[config.mk]
export PLATFORM = sky130hd
export DESIGN_NAME = dst_serializer
export DESIGN_NICKNAME = d
export VERILOG_FILES = /design/src/rtl/dst_serializer_pkg.sv /design/src/rtl/dst_serializer.sv
export SDC_FILE = /design/constraint.sdc
export NUM_CORES = 1
export LEC_CHECK = 0
export CORE_UTILIZATION = 35
export DETAILED_ROUTE_END_ITERATION = 10
export HOLD_SLACK_MARGIN = 0.12
export PLACE_DENSITY = 0.65
export SETUP_SLACK_MARGIN = 0.3
export SLEW_MARGIN = 5
export SYNTH_ARGS = -nofsm -noshare
export SYNTH_HDL_FRONTEND = slang
export SYNTH_SLANG_ARGS = --single-unit
[constraint.sdc]
create_clock -name clk -period 4.8 [get_ports clk]
set_input_delay 1.44 -clock clk [delete_from_list [all_inputs] [get_ports clk]]
set_output_delay 1.44 -clock clk [all_outputs]
set_load 0.01 [all_outputs]
[src/rtl/dst_serializer_pkg.sv]
// rtl/dst_serializer_pkg.sv - shared types and frame-length helper for dst_serializer
//
// Purpose: state encoding, the default output count and the frame length.
// Configuration: the DST_SERIALIZER_PARITY_EN macro appends one even-parity
// bit to every frame, so a frame is one bit longer.
// Ports: none (package).

package dst_serializer_pkg;

    typedef enum logic {
        IDLE  = 1'b0,
        SHIFT = 1'b1
    } state_t;

    // Number of single-bit outputs of the square32 compressor.
    localparam int DEFAULT_NUM_DST = 37;

    // Bits per serial frame for a given number of compressor outputs.
    function automatic int frame_len(input int num_dst);
`ifdef DST_SERIALIZER_PARITY_EN
        return num_dst + 1;
`else
        return num_dst;
`endif
    endfunction

endpackage

[src/rtl/dst_serializer.sv]
// rtl/dst_serializer.sv - parallel-capture, LSB-first serializer for compressor outputs
//
// Purpose: captures NUM_DST compressor output bits on load&&ready and shifts
// them out one per clock on sout, with frame_start/frame_end strobes.
// Configuration: DST_SERIALIZER_PARITY_EN appends an even-parity bit after
// dst[NUM_DST-1]; frame_end then marks the parity bit.
// Ports:
//   clk          in   clock, all state on posedge
//   rst          in   asynchronous active-high reset
//   dst          in   [NUM_DST] parallel results, sampled only on acceptance
//   load         in   capture dst and start a frame (honoured when ready)
//   ready        out  a load would be accepted this cycle
//   sout         out  serial data bit (register-sourced)
//   sout_valid   out  sout carries a frame bit this cycle
//   frame_start  out  first bit of a frame
//   frame_end    out  last bit of a frame

module dst_serializer
    import dst_serializer_pkg::*;
#(
    parameter int NUM_DST = DEFAULT_NUM_DST
) (
    input  logic               clk,
    input  logic               rst,
    input  logic [NUM_DST-1:0] dst,
    input  logic               load,
    output logic               ready,
    output logic               sout,
    output logic               sout_valid,
    output logic               frame_start,
    output logic               frame_end
);

    localparam int FRAME_LEN = frame_len(NUM_DST);
    localparam int CNT_W     = $clog2(NUM_DST + 1);
    localparam logic [CNT_W-1:0] LAST_CNT = CNT_W'(FRAME_LEN - 1);

    state_t               r_state;
    state_t               w_next_state;
    logic [FRAME_LEN-1:0] r_shreg;
    logic [CNT_W-1:0]     r_cnt;
    logic [FRAME_LEN-1:0] w_load_word;
    logic                 w_last;
    logic                 w_accept;

`ifdef DST_SERIALIZER_PARITY_EN
    // Parity bit sits above dst so it leaves the shifter right after dst[NUM_DST-1];
    // XOR of all bits makes the total count of ones in the frame even.
    assign w_load_word = {^dst, dst};
`else
    assign w_load_word = dst;
`endif

    assign w_last   = (r_state == SHIFT) && (r_cnt == LAST_CNT);
    // Accepting during the last bit lets frames stream back to back.
    assign ready    = (r_state == IDLE) || w_last;
    assign w_accept = load && ready;

    assign sout        = r_shreg[0];
    assign sout_valid  = (r_state == SHIFT);
    assign frame_start = (r_state == SHIFT) && (r_cnt == '0);
    assign frame_end   = w_last;

    always_comb begin
        w_next_state = r_state;
        case (r_state)
            IDLE: begin
                if (w_accept) begin
                    w_next_state = SHIFT;
                end
            end
            SHIFT: begin
                if (w_last && !w_accept) begin
                    w_next_state = IDLE;
                end
            end
            default: w_next_state = IDLE;
        endcase
    end

    always_ff @(posedge clk or posedge rst) begin
        if (rst) begin
            r_state <= IDLE;
        end else begin
            r_state <= w_next_state;
        end
    end

    always_ff @(posedge clk or posedge rst) begin
        if (rst) begin
            r_shreg <= '0;
            r_cnt   <= '0;
        end else if (w_accept) begin
            r_shreg <= w_load_word;
            r_cnt   <= '0;
        end else if (r_state == SHIFT) begin
            // Zero fill leaves the shifter cleared once a frame drains, so sout idles low.
            r_shreg <= r_shreg >> 1;
            r_cnt   <= w_last ? '0 : r_cnt + 1'b1;
        end
    end

endmodule

==> results.json <==
{
  "status": "complete, no violations",
  "yosys_register_bits": 44,
  "max_stage_delay_ns": 0.64,
  "die_area_um2": 7330,
  "row_count": 30,
  "min_period_over_period_pct": 83.8,
  "grt_overflow": 0,
  "slew_violations": 0,
  "skew_ns": 0.0114,
  "synthesis.nets": 257,
  "required_ns": 3.36,
  "async_flop_share_pct": 100,
  "clock_latency_ns": 0.31,
  "gp_congestion": 0.756,
  "setup_viol": 0,
  "cts_buffer_depth": 2,
  "syn_area_per_cell_um2": 11.4,
  "leakagePower_nw": 1.17,
  "pwr-share-seq_pct": 50.0,
  "antenna_left": 0,
  "min_path_cells": 1,
  "switching_share_pct": 28.6,
  "synth_area_leaders": "dfrtp_1 45%, o221a_1 14%, a211o_1 13%",
  "hpwlAfterDp_um": 3350,
  "drc": 0,
  "worstSetupEndpointType": "output pin",
  "cts_buffers": 5,
  "cts_tree": "done",
  "grt_pass1_vias": 1876,
  "die_y_um": 85.6,
  "path_buf_inv": 2,
  "routed_wl_um": 5640,
  "fillCellCount": 641,
  "coreArea_um2": 6760,
  "cts_sinks": 44,
  "cts_resized": 0,
  "setup_tns_ns": 0,
  "cts_setup_buffers": 0,
  "powerDensity_nw_per_um2": 345,
  "grt_max_degree": 45,
  "antenna_found_initial": 0,
  "htreeDepth": 2,
  "vias": 1945,
  "detailedPlace.worstSlack_ns": 1.14,
  "cp_top_family": "buffers and inverters",
  "synth_edf_count": 0,
  "crit_slowest_cell": "clkdlybuf4s50_1",
  "pin_count": 45,
  "grt_first_pass_wirelength_um": 9450,
  "clk_pin_slew_ns": 0.09,
  "dr.first_iter.drc_count": 96,
  "crit_path_cell_trace": "inv_1, ha_1, or3b_1, o21ai_0, clkdlybuf4s50_1",
  "path_max_fanout": 7,
  "synth_cell_types": 30,
  "yosys.area.top_type_share_pct": 45.0,
  "cts_hold_buf": 0,
  "drive_above_1_share_pct": 8.37,
  "p_clk_share_pct": 28.0,
  "power_switching_w": 0.000297,
  "grt.total_usage_pct": 16.6,
  "intPower_w": 0.000741,
  "die_w_um": 85.6,
  "wl_per_cell_um": 17.0,
  "synthCells": 215,
  "relSlewSlack_pct": 49.5,
  "antenna_cells": 0,
  "worstSetupPathType": "register to output pin",
  "finalCriticalPeriod_ns": 4.02,
  "final_hold_viol_count": 0,
  "r2r_cells": 6,
  "hp-class": "register to register",
  "tightest_slew_ns": 0.757,
  "clock_tree.root_cell": "clkbuf_8",
  "yosysWarnings": 0,
  "yosysSeqAreaShare_pct": 45.0,
  "ys.flop_type": "dfrtp_1",
  "initial_core_util_pct": 36.2,
  "path_depth": 5,
  "cp-start-kind": "register",
  "syn_area_um2": 2450,
  "first_pass_iters": 4,
  "combPwrFrac_pct": 22.0,
  "rsz0062_at_grt": "no",
  "nNetsFinal": 292,
  "via_per_inst": 5.88,
  "portBuffers": 44,
  "area_growth_pct": 23.0,
  "yosys-top-cells-count": "44 x dfrtp_1, 36 x a211o_1, 36 x and2_1, 30 x o221a_1, 14 x clkbuf_1",
  "cap_viol_max_count": 0,
  "cp.arrival_ns": 2.58,
  "synth.most_common_cell": "dfrtp_1",
  "ir_drop_uv": 177,
  "power.total_w": 0.00104,
  "synth_area_leader_cell": "dfrtp_1",
  "setup_ws_ns": 0.776,
  "fmax_ghz": 0.249
}
kinds of logic (layout without fill, tap and decap cells):
logic type / Yosys count / in the layout / synth area share [%]
flip-flops: 44 / 44 / 45.0
multiplexers: 1 / 1 / 0.409
buffers and inverters: 27 / 63 / 6.29
AND/OR/NAND/NOR: 54 / 54 / 13.2
XOR/XNOR: 2 / 2 / 0.716
adder cells (fa/ha/maj): 2 / 2 / 1.02
AO/OA/AOI/OAI: 85 / 85 / 33.3
cell type report:
cell class | count | area [µm²] | area share (%)
clock buffer | 5 | 68.8 | 2.29
multi-input combinational | 144 | 1190 | 39.6
tap | 80 | 100 | 3.33
sequential | 44 | 1100 | 36.6
inverter | 5 | 18.8 | 0.624
timing repair buffer | 50 | 485 | 16.1
clock inverter | 3 | 42.5 | 1.41
cells in the final DEF (no fill, tap or decap), types with 2 or more instances in the layout:
master and n:
and2_1 36, or3_1 2, a211o_1 36, o22ai_1 2, buf_4 6, nor2_1 3, o221a_2 6, a21oi_1 2
o211ai_1 2, o221a_1 30, inv_1 4, dfrtp_1 44, o21ai_0 4, clkdlybuf4s50_1 44, ha_1 2, nand2_1 5
clkbuf_8 5, nand3_1 3
power groups by stage:
stage	combinational (W)	sequential, W	clock [W]
4_1_cts	0.000231	0.000518	0.000297
3_3_place_gp	0.000225	0.000524	0
6_report	0.000229	0.000519	0.000290
2_1_floorplan	0.000169	0.000500	0
3_5_place_dp	0.000231	0.000524	0
5_1_grt	0.000253	0.000531	0.000314
metrics by stage:
step                      instance area [µm²]  hold slack [ns]  utilization, %  cells
final                                    3010            0.543            44.5    331
after global placement                   2900            0.526            42.9    323
after detailed placement                 2900            0.534            42.9    323
after global routing                     3010            0.562            44.5    331
after CTS                                3010            0.551            44.5    331
after floorplan                          2450            0.507               -    215
state kept, by name, summed over array words and instances (netlist names):
name / cells
r_cnt: 6
r_shreg: 37
sout_valid: 1
worst paths after layout:
kind	from	endpoint	slack, ns
worst min-delay path	r_shreg[8]$_DFFE_PP0P_	r_shreg[7]$_DFFE_PP0P_	0.54
worst max register to register	r_cnt[0]$_DFFE_PP0P_	r_shreg[31]$_DFFE_PP0P_	2.59
max in group asynchronous	rst	r_shreg[21]$_DFFE_PP0P_	2.85
min in group asynchronous	rst	r_shreg[23]$_DFFE_PP0P_	1.57
worst min register to register	r_shreg[8]$_DFFE_PP0P_	r_shreg[7]$_DFFE_PP0P_	0.54
worst max-delay path	r_cnt[0]$_DFFE_PP0P_	ready	0.78
routing by layer:
layer	GRT usage (%)	vias up	wire length, µm
li1	-	906	-
met1	22.9	975	2740
met2	26.0	58	2580
met5	0	-	0
met3	4.04	6	267
met4	4.55	0	51
(Power assumes the default switching activity.)
